### src/rtl/layer_seq_ctrl.sv
// layer_seq_ctrl: sequences one inference through a neuron layer.
// Streams numWeight input samples into the layer, waits until every neuron
// has reported its output, then serializes the NN results downstream.
// Optional WAIT watchdog is enabled by defining LAYER_SEQ_CTRL_TIMEOUT_EN.

module layer_seq_ctrl #(
    parameter int NN        = 30,
    parameter int numWeight = 784,
    parameter int dataWidth = 16,
    parameter int TIMEOUT   = 4096
) (
    input  logic                    clk,
    input  logic                    rstn,
    input  logic                    start,
    input  logic                    in_valid,
    input  logic [dataWidth-1:0]    in_data,
    output logic                    in_ready,
    output logic                    layer_x_valid,
    output logic [dataWidth-1:0]    layer_x_in,
    input  logic [NN-1:0]           layer_o_valid,
    input  logic [NN*dataWidth-1:0] layer_x_out,
    output logic                    out_valid,
    output logic [dataWidth-1:0]    out_data,
    input  logic                    out_ready,
    output logic                    busy,
    output logic                    done,
    output logic                    err
);

    localparam int CW = (numWeight > 1) ? $clog2(numWeight) : 1;
    localparam int IW = (NN > 1) ? $clog2(NN) : 1;
    localparam logic [CW-1:0] LAST_SAMPLE = CW'(numWeight - 1);
    localparam logic [IW-1:0] LAST_IDX    = IW'(NN - 1);

    typedef enum logic [1:0] {
        ST_IDLE,
        ST_FEED,
        ST_WAIT,
        ST_DRAIN
    } state_t;

    state_t               state;
    logic [CW-1:0]        sample_cnt;
    logic [IW-1:0]        idx;
    logic [NN-1:0]        got;
    logic [dataWidth-1:0] result_buf [NN];

    logic [NN-1:0]        got_next;
    logic                 all_got;
    logic                 accept;
    logic                 handshake;
    logic [IW-1:0]        idx_inc;
    logic [dataWidth-1:0] first_word;

    // Outputs seen so far including this cycle; entry 0 is bypassed so the
    // first drained word is correct even if it arrives on the final WAIT cycle.
    assign got_next   = got | layer_o_valid;
    assign all_got    = &got_next;
    assign accept     = in_valid && in_ready;
    assign handshake  = out_valid && out_ready;
    assign idx_inc    = idx + 1'b1;
    assign first_word = layer_o_valid[0] ? layer_x_out[0 +: dataWidth] : result_buf[0];

`ifdef LAYER_SEQ_CTRL_TIMEOUT_EN
    localparam int WW = $clog2(TIMEOUT + 1);
    localparam logic [WW-1:0] WD_LIMIT = WW'(TIMEOUT - 1);

    logic [WW-1:0] wd_cnt;
    logic          wd_expired;

    assign wd_expired = (wd_cnt == WD_LIMIT);
`else
    logic unused_timeout;

    // No watchdog in this build: the error flag can never fire.
    assign err            = 1'b0;
    assign unused_timeout = (TIMEOUT > 0);
`endif

    // Main sequencer: state, counters, result buffer and all registered outputs.
    always_ff @(posedge clk or negedge rstn) begin
        if (!rstn) begin
            state         <= ST_IDLE;
            sample_cnt    <= '0;
            idx           <= '0;
            got           <= '0;
            in_ready      <= 1'b0;
            layer_x_valid <= 1'b0;
            layer_x_in    <= '0;
            out_valid     <= 1'b0;
            out_data      <= '0;
            busy          <= 1'b0;
            done          <= 1'b0;
            for (int i = 0; i < NN; i++) begin
                result_buf[i] <= '0;
            end
`ifdef LAYER_SEQ_CTRL_TIMEOUT_EN
            wd_cnt        <= '0;
            err           <= 1'b0;
`endif
        end else begin
            done          <= 1'b0;
            layer_x_valid <= 1'b0;
            case (state)
                ST_IDLE: begin
                    if (start) begin
                        state      <= ST_FEED;
                        sample_cnt <= '0;
                        in_ready   <= 1'b1;
                        busy       <= 1'b1;
`ifdef LAYER_SEQ_CTRL_TIMEOUT_EN
                        err        <= 1'b0;
`endif
                    end
                end
                ST_FEED: begin
                    if (accept) begin
                        layer_x_valid <= 1'b1;
                        layer_x_in    <= in_data;
                        if (sample_cnt == LAST_SAMPLE) begin
                            state      <= ST_WAIT;
                            in_ready   <= 1'b0;
                            sample_cnt <= '0;
`ifdef LAYER_SEQ_CTRL_TIMEOUT_EN
                            wd_cnt     <= '0;
`endif
                        end else begin
                            sample_cnt <= sample_cnt + 1'b1;
                        end
                    end
                end
                ST_WAIT: begin
                    for (int i = 0; i < NN; i++) begin
                        if (layer_o_valid[i]) begin
                            result_buf[i] <= layer_x_out[i*dataWidth +: dataWidth];
                        end
                    end
                    if (all_got) begin
                        state     <= ST_DRAIN;
                        got       <= '0;
                        idx       <= '0;
                        out_valid <= 1'b1;
                        out_data  <= first_word;
                    end
`ifdef LAYER_SEQ_CTRL_TIMEOUT_EN
                    else if (wd_expired) begin
                        state <= ST_IDLE;
                        got   <= '0;
                        err   <= 1'b1;
                        busy  <= 1'b0;
                    end else begin
                        got    <= got_next;
                        wd_cnt <= wd_cnt + 1'b1;
                    end
`else
                    else begin
                        got <= got_next;
                    end
`endif
                end
                ST_DRAIN: begin
                    if (handshake) begin
                        if (idx == LAST_IDX) begin
                            state     <= ST_IDLE;
                            out_valid <= 1'b0;
                            done      <= 1'b1;
                            busy      <= 1'b0;
                            idx       <= '0;
                        end else begin
                            idx      <= idx_inc;
                            out_data <= result_buf[idx_inc];
                        end
                    end
                end
                default: begin
                    state <= ST_IDLE;
                end
            endcase
        end
    end

endmodule
### config.mk
export PLATFORM = sky130hd
export DESIGN_NAME = layer_seq_ctrl
export DESIGN_NICKNAME = d
export VERILOG_FILES = /design/src/rtl/layer_seq_ctrl.sv
export SDC_FILE = /design/constraint.sdc
export NUM_CORES = 1
export LEC_CHECK = 0
export BUFFER_PORTS_ARGS = -buffer_cell sky130_fd_sc_hd__buf_2
export CAP_MARGIN = 30
export CORE_MARGIN = 2
export CORE_UTILIZATION = 40
export DETAILED_ROUTE_END_ITERATION = 12
export PLACE_DENSITY = 0.71
export SLEW_MARGIN = 40
export SYNTH_ARGS = -nofsm -noshare
export SYNTH_HDL_FRONTEND = slang
export SYNTH_SLANG_ARGS = --single-unit
### constraint.sdc
create_clock -name clk -period 2.9 [get_ports clk]
set_input_delay 0.145 -clock clk [delete_from_list [all_inputs] [get_ports clk]]
set_output_delay 0.145 -clock clk [all_outputs]
set_load 0.02 [all_outputs]
### Word-level counts from Yosys, hierarchy flattened

Cells that the tools add are included.

| word-level totals | value |
|---|---|
| logic and storage cells | 140 |
| input bits | 531 |
| register bits after elaboration | 564 |

| operators by class | value |
|---|---|
| $lt $le $gt $ge | 1 |
| reduce and logical (&&, ||, !) cells | 44 |
| mux-type cells | 38 |
| add/subtract/negate cells | 2 |
| bitwise operators | 2 |
| equality and inequality tests | 12 |

Operator list:

| cell | count |
|---|---|
| $mux W16 | 6 |
| $bmux W16 S5 | 1 |
| $reduce_and A2 Y1 | 30 |
| $pmux W16 S2 | 1 |
| $mux W10 | 3 |
| $mux W30 | 1 |
| $or A30 B30 Y30 | 1 |
| $reduce_and A30 Y1 | 1 |
| $pmux W10 S2 | 1 |
| $reduce_and A4 Y1 | 4 |
| $mux W5 | 3 |
| $ne A2 B2 Y1 const B | 7 |
| $mux W2 | 6 |
| $mux W1 | 11 |
| $add A10 B1 Y10 const B | 1 |
| $eq A10 B10 Y1 const B | 1 |
| $pmux W5 S2 | 1 |
| $pmux W2 S4 | 1 |
| $ge A6 B6 Y1 const B | 1 |
| $not A5 Y6 | 1 |
| $pmux W1 S2 | 3 |
| $reduce_and A3 Y1 | 2 |
| $reduce_and A6 Y1 | 1 |
| $reduce_bool A2 Y1 | 3 |
| other kinds (6) | 8 |

### Logic depth before layout (Yosys ltp)

| depth | value |
|---|---|
| word-level depth | 8 |
| mapped depth | 12 |
| gate-level depth less buffers | 8 |

### Worst setup path before layout

OpenSTA, ideal clock, no wires.

| timing | value |
|---|---|
| path type | flip-flop to flip-flop |
| from | register idx[1] |
| to | register out_data[13] |
| library setup time | 0.125 ns |
| cell stages (with the launch flop) | 11 |
| arrival | 2.695 ns |
| period minus slack after synthesis | 2.820 ns |
| slack | 0.080 ns |
| cell sequence | dfrtp_1 -> inv_1 -> ha_1 -> clkbuf_1 -> buf_2 -> buf_2 -> clkbuf_1 -> mux4_2 -> a2111oi_0 -> o41ai_1 -> mux2_4 |

| between the ends | value |
|---|---|
| longest elaborated chain between the ends | 8 |
| elaborated cells on any way between the ends | 11 |
| classes of those cells | add/sub: 1; eq/ne: 2; mux: 6; bitwise: 1; reduce/logical: 1 |

RTL lines:

| element | line | source |
|---|---|---|
| from (decl) | 44 | `logic [IW-1:0] idx;` |
| from (signal assigned) | 170 | `idx <= idx_inc;` |
| $add A5 B1 Y5 | 61 | `assign idx_inc = idx + 1'b1;` |
| $not A5 Y6 (not written as such) | 171 | `out_data <= result_buf[idx_inc];` |
| $bmux W16 S5 | 171 |  |
| $mux W16 (not written as such) (2 in a row) | 171 |  |
| $mux W16 | 163 | `if (idx == LAST_IDX) begin` |
| $mux W16 | 162 | `if (handshake) begin` |
| $pmux W16 S2 | 104 | `case (state)` |
| to (signal assigned) | 143 | `out_data <= first_word;` |
| to (signal assigned) | 171 |  |
| to (decl) | 23 | `output logic [dataWidth-1:0] out_data,` |

Several ways; a longest one is shown, not always the timed one. The select of a mux whose other input is x is not followed.
A chain may end at the register's enable or synchronous reset.

### Final worst setup path

| timing | value |
|---|---|
| from | register idx[0] |
| to | register out_data[7] |

Same word-level chain as after synthesis.

==> results by group <==
STA
  – Measured slew at the worst slew-check pin: 818 ps
  – Upper clock frequency limit: 338 MHz
  – Setup-violating endpoint count in the final report: 1
  – Slew headroom: 45.4%
  – Setup TNS Final: -57.0 ps
  – Final Hold Fails: 0
  – RSZ-0062 raised after global routing: yes
  – Clock Skew: 28.9 ps
  – Slew Limit Fails: 0
  – Fin crit period: around 3000 ps
  – Fin crit share: 102%
  – Final WS setup: -57.0 ps

Power and ir drop
  – P_leak: 0.0169 uW
  – Sequential power share: approximately 36%
  – Int Pwr: 25,700 uW
  – Power Dens Cells: 1020 nW/um^2
  – Clock share of power: between 20% and 30%
  – Worst VDD drop: 0.550 mV
  – Switching part of the total: 34.4%
  – Comb pwr share: around 42%
  – Sw power: roughly 13,000 uW

Floorplanning
  – Row cnt: 92
  – Initial Util: about 40%
  – Die width: 257 um
  – Die area: 65,900 um^2
  – IO Pins: 569
  – Core Box Area: 63,100 um^2
  – Die Y: 257 um

Logic synthesis
  – Syn Nets: around 2,300
  – Synth warn: 0
  – Top_reg_cell synth: dfrtp_1
  – Synthesized flop and latch total: between 500 and 600
  – Syn Area/Cell: 14.9 um^2
  – Post-synth EDFFs: 0
  – Cell count after synthesis: 1,718
  – Post-synthesis sequential area ratio: about 55%
  – Synth Cell Area: about 26,000 um^2
  – Asr flop ratio synth: between 90% and 100%
  – Netlist cell types: 49

Cells and area
  – Layout cell share with drive strength beyond 1: approximately half
  – Post-route cell area: 38,200 um^2
  – Non-Filler Instances: 3,829
  – Nets: ~3,400
  – Final core occ: 60.6%
  – Layout area overhead: 49.6%

Run
  – Total of max-cap violations: 0

Setup path
  – Arrival time at the worst endpoint: 3460 ps
  – Type of origin of the critical path: flip-flop
  – Kind of critical path: flip-flop to flip-flop
  – CP peak stage delay: 570 ps
  – Cell breakdown of the critical path: ha_4, buf_12, buf_16, mux4_2, and2_1, a2111oi_0, o41ai_1, mux2_4
  – CP required: around 3400 ps
  – CP max-delay cell: a2111oi_0
  – CP max FO: 20
  – Setup crit end kind: flip-flop

Detailed routing
  – Via count: 20,900
  – DR WL/cell: around 26 um
  – Detailed-route wire length: 99.1 mm
  – Drt pass-1 iters: 5
  – DRC Markers: 0
  – Initial drt markers: between 1,500 and 2,000
  – Number of nets with antenna violations after routing: 0
  – Via/cell ratio: approximately 5.5

Global route
  – GR Util met2: 47.6%
  – Initial antenna violation count: 28
  – Number of global-route vias before repair: about 23,000
  – Gr busiest metal: met2
  – Total Routing Usage GR: 29.4%
  – Largest net degree at the start of global routing: 96
  – First-pass GRT wire length: 144 mm
  – Met3 usage: 5.43%
  – Grt ovf: 0
  – M1 GR Usage: 37.4%

Status
  – Violated checks: setup timing
  – Status: finished with violations

Placement
  – DP Area: around 30,000 um^2
  – DP HPWL: 65.1 mm
  – Global placement routability congestion: 0.914
  – I/O Buffers: 567
  – Placed insts: about 3,100
  – Placement Setup Slack: -63.9 ps

Clock network
  – Sink Count: 564
  – CTS tree: yes
  – Num CTS Buffers: 61
  – CTS max path bufs: 3
  – Skew-Pair Late Insertion Delay: 640 ps
  – Clk slew on worst S/H paths: roughly 60 ps
  – Clock root buffer: clkbuf_16
  – H-tree levels: 2

Worst hold path
  – Hold Path Class: primary input to flip-flop
routing by layer:
metal | wire length (um) | vias up | part of all wire, %
met5 | 20 | - | 0.020
met1 | 39600 | 10700 | 40
met3 | 5980 | 360 | 6.0
li1 | - | 8824 | -
met2 | 47700 | 995 | 48
met4 | 5830 | 4 | 5.9
through the flow:
step / hold WS, ps / total power [uW]
CTS: 108 / 38200
detailed placement: 261 / 29000
global route: 147 / 40800
finish: 138 / 39100
global placement: 266 / 28500
floorplan: -151 / 22900
what timing repair did:
| item | 4_1_cts | 5_1_grt |
|---|---|---|
| setup buffers | 0 | 6 |
| hold buffers | 529 | 1 |
| setup endpoints to repair | 9 | 15 |
| endpoints found under the hold margin | 611 | 1 |
| gates resized for setup | 9 | 52 |
| cloned | 0 | 2 |
critical path: cells and delay by family, from the launching register on:
kind	cells	cell delay (ps)
AND/OR/NAND/NOR	1	200
multiplexers	2	660
adder cells (fa/ha/maj)	1	360
AO/OA/AOI/OAI	2	710
buffers and inverters	2	350
flip-flops	1	550
synth_stat cells, types with 2 or more instances:
cell | number | area share (%)
a2111oi_0 | 45 | 1.5
a21oi_1 | 51 | 1.0
a22o_1 | 3 | 0.10
a32o_1 | 3 | 0.12
and2_1 | 30 | 0.73
and3_1 | 5 | 0.12
and4_1 | 3 | 0.10
buf_1 | 5 | 0.073
buf_2 | 16 | 0.31
buf_4 | 5 | 0.15
buf_6 | 4 | 0.18
clkbuf_1 | 72 | 1.1
dfrtp_1 | 564 | 55
ha_1 | 7 | 0.34
inv_1 | 9 | 0.13
mux2_1 | 2 | 0.088
mux2_2 | 513 | 23
mux2_4 | 13 | 0.76
mux2i_1 | 21 | 0.82
mux4_2 | 112 | 9.9
nand2_1 | 84 | 1.2
nand3_1 | 7 | 0.14
nand4_1 | 5 | 0.12
nor2_1 | 66 | 0.97
nor4_1 | 2 | 0.049
o21ai_0 | 7 | 0.14
o22ai_1 | 14 | 0.34
o41ai_1 | 15 | 0.51
or4_1 | 4 | 0.12
xnor2_1 | 3 | 0.10
xor2_1 | 10 | 0.34
kinds of logic (layout without fill, tap and decap cells):
family	count (synthesis)	in the layout	share of synthesized area, %
AND/OR/NAND/NOR	213	213	3.78
adder cells (fa/ha/maj)	7	7	0.343
other	1	29	0.0147
XOR/XNOR	13	13	0.446
flip-flops	564	564	55.3
AO/OA/AOI/OAI	146	146	4.02
buffers and inverters	113	1350	1.97
multiplexers	661	661	34.2
cell usage in the layout, fill, tap and decap left out, drive strengths merged, types with 9 or more instances in the layout:
cell	n
mux2	528
dfrtp	564
mux4	112
clkinv	12
a2111oi	45
bufinv	9
dlygate4sd3	530
o22ai	14
diode	28
nand2	84
inv	11
and2	31
xor2	10
nor2	67
a21oi	51
buf	695
mux2i	21
o41ai	15
clkbuf	91
final timing paths:
path	start	to	slack [ps]	depth (start not counted)
worst max-delay path	idx[0]	out_data[7]	-60	8
worst min-delay path	layer_o_valid[0]	got[0]	140	4
worst max register to register	idx[0]	out_data[7]	-60	8
worst min register to register	out_data[6]	out_data[6]	480	1
max in group asynchronous	rstn	result_buf[140]	1230	5
min in group asynchronous	rstn	result_buf[394]	520	3
state kept, by name, indices dropped and copies added, names as in the netlist:
| register | count |
|---|---|
| got | 30 |
| idx | 5 |
| layer_x_valid | 1 |
| result_buf | 480 |
| layer_x_in | 16 |
| in_ready | 1 |
| busy | 1 |
| sample_cnt | 10 |
| out_data | 16 |
| state | 2 |
| out_valid | 1 |
| done | 1 |
power by group through the flow:
stage               clock (uW)  combinational, uW  sequential (uW)
finish                    8550              16500            14100
global route              9000              17300            14400
CTS                       8630              15800            13800
detailed placement           0              15100            13900
global placement             0              14800            13700
floorplan                    0               9520            13400
cell type report:
| cell class | instances | area [um^2] |
|---|---|---|
| sequential | 564 | 14100 |
| clock inverter | 24 | 369 |
| antenna | 28 | 70.1 |
| tap | 846 | 1060 |
| multi-input combinational | 1041 | 11200 |
| timing repair buffer | 1227 | 9500 |
| clock buffer | 89 | 1830 |
| fill | 4696 | 24900 |
| inverter | 10 | 37.5 |
(Power assumes the default switching activity.)
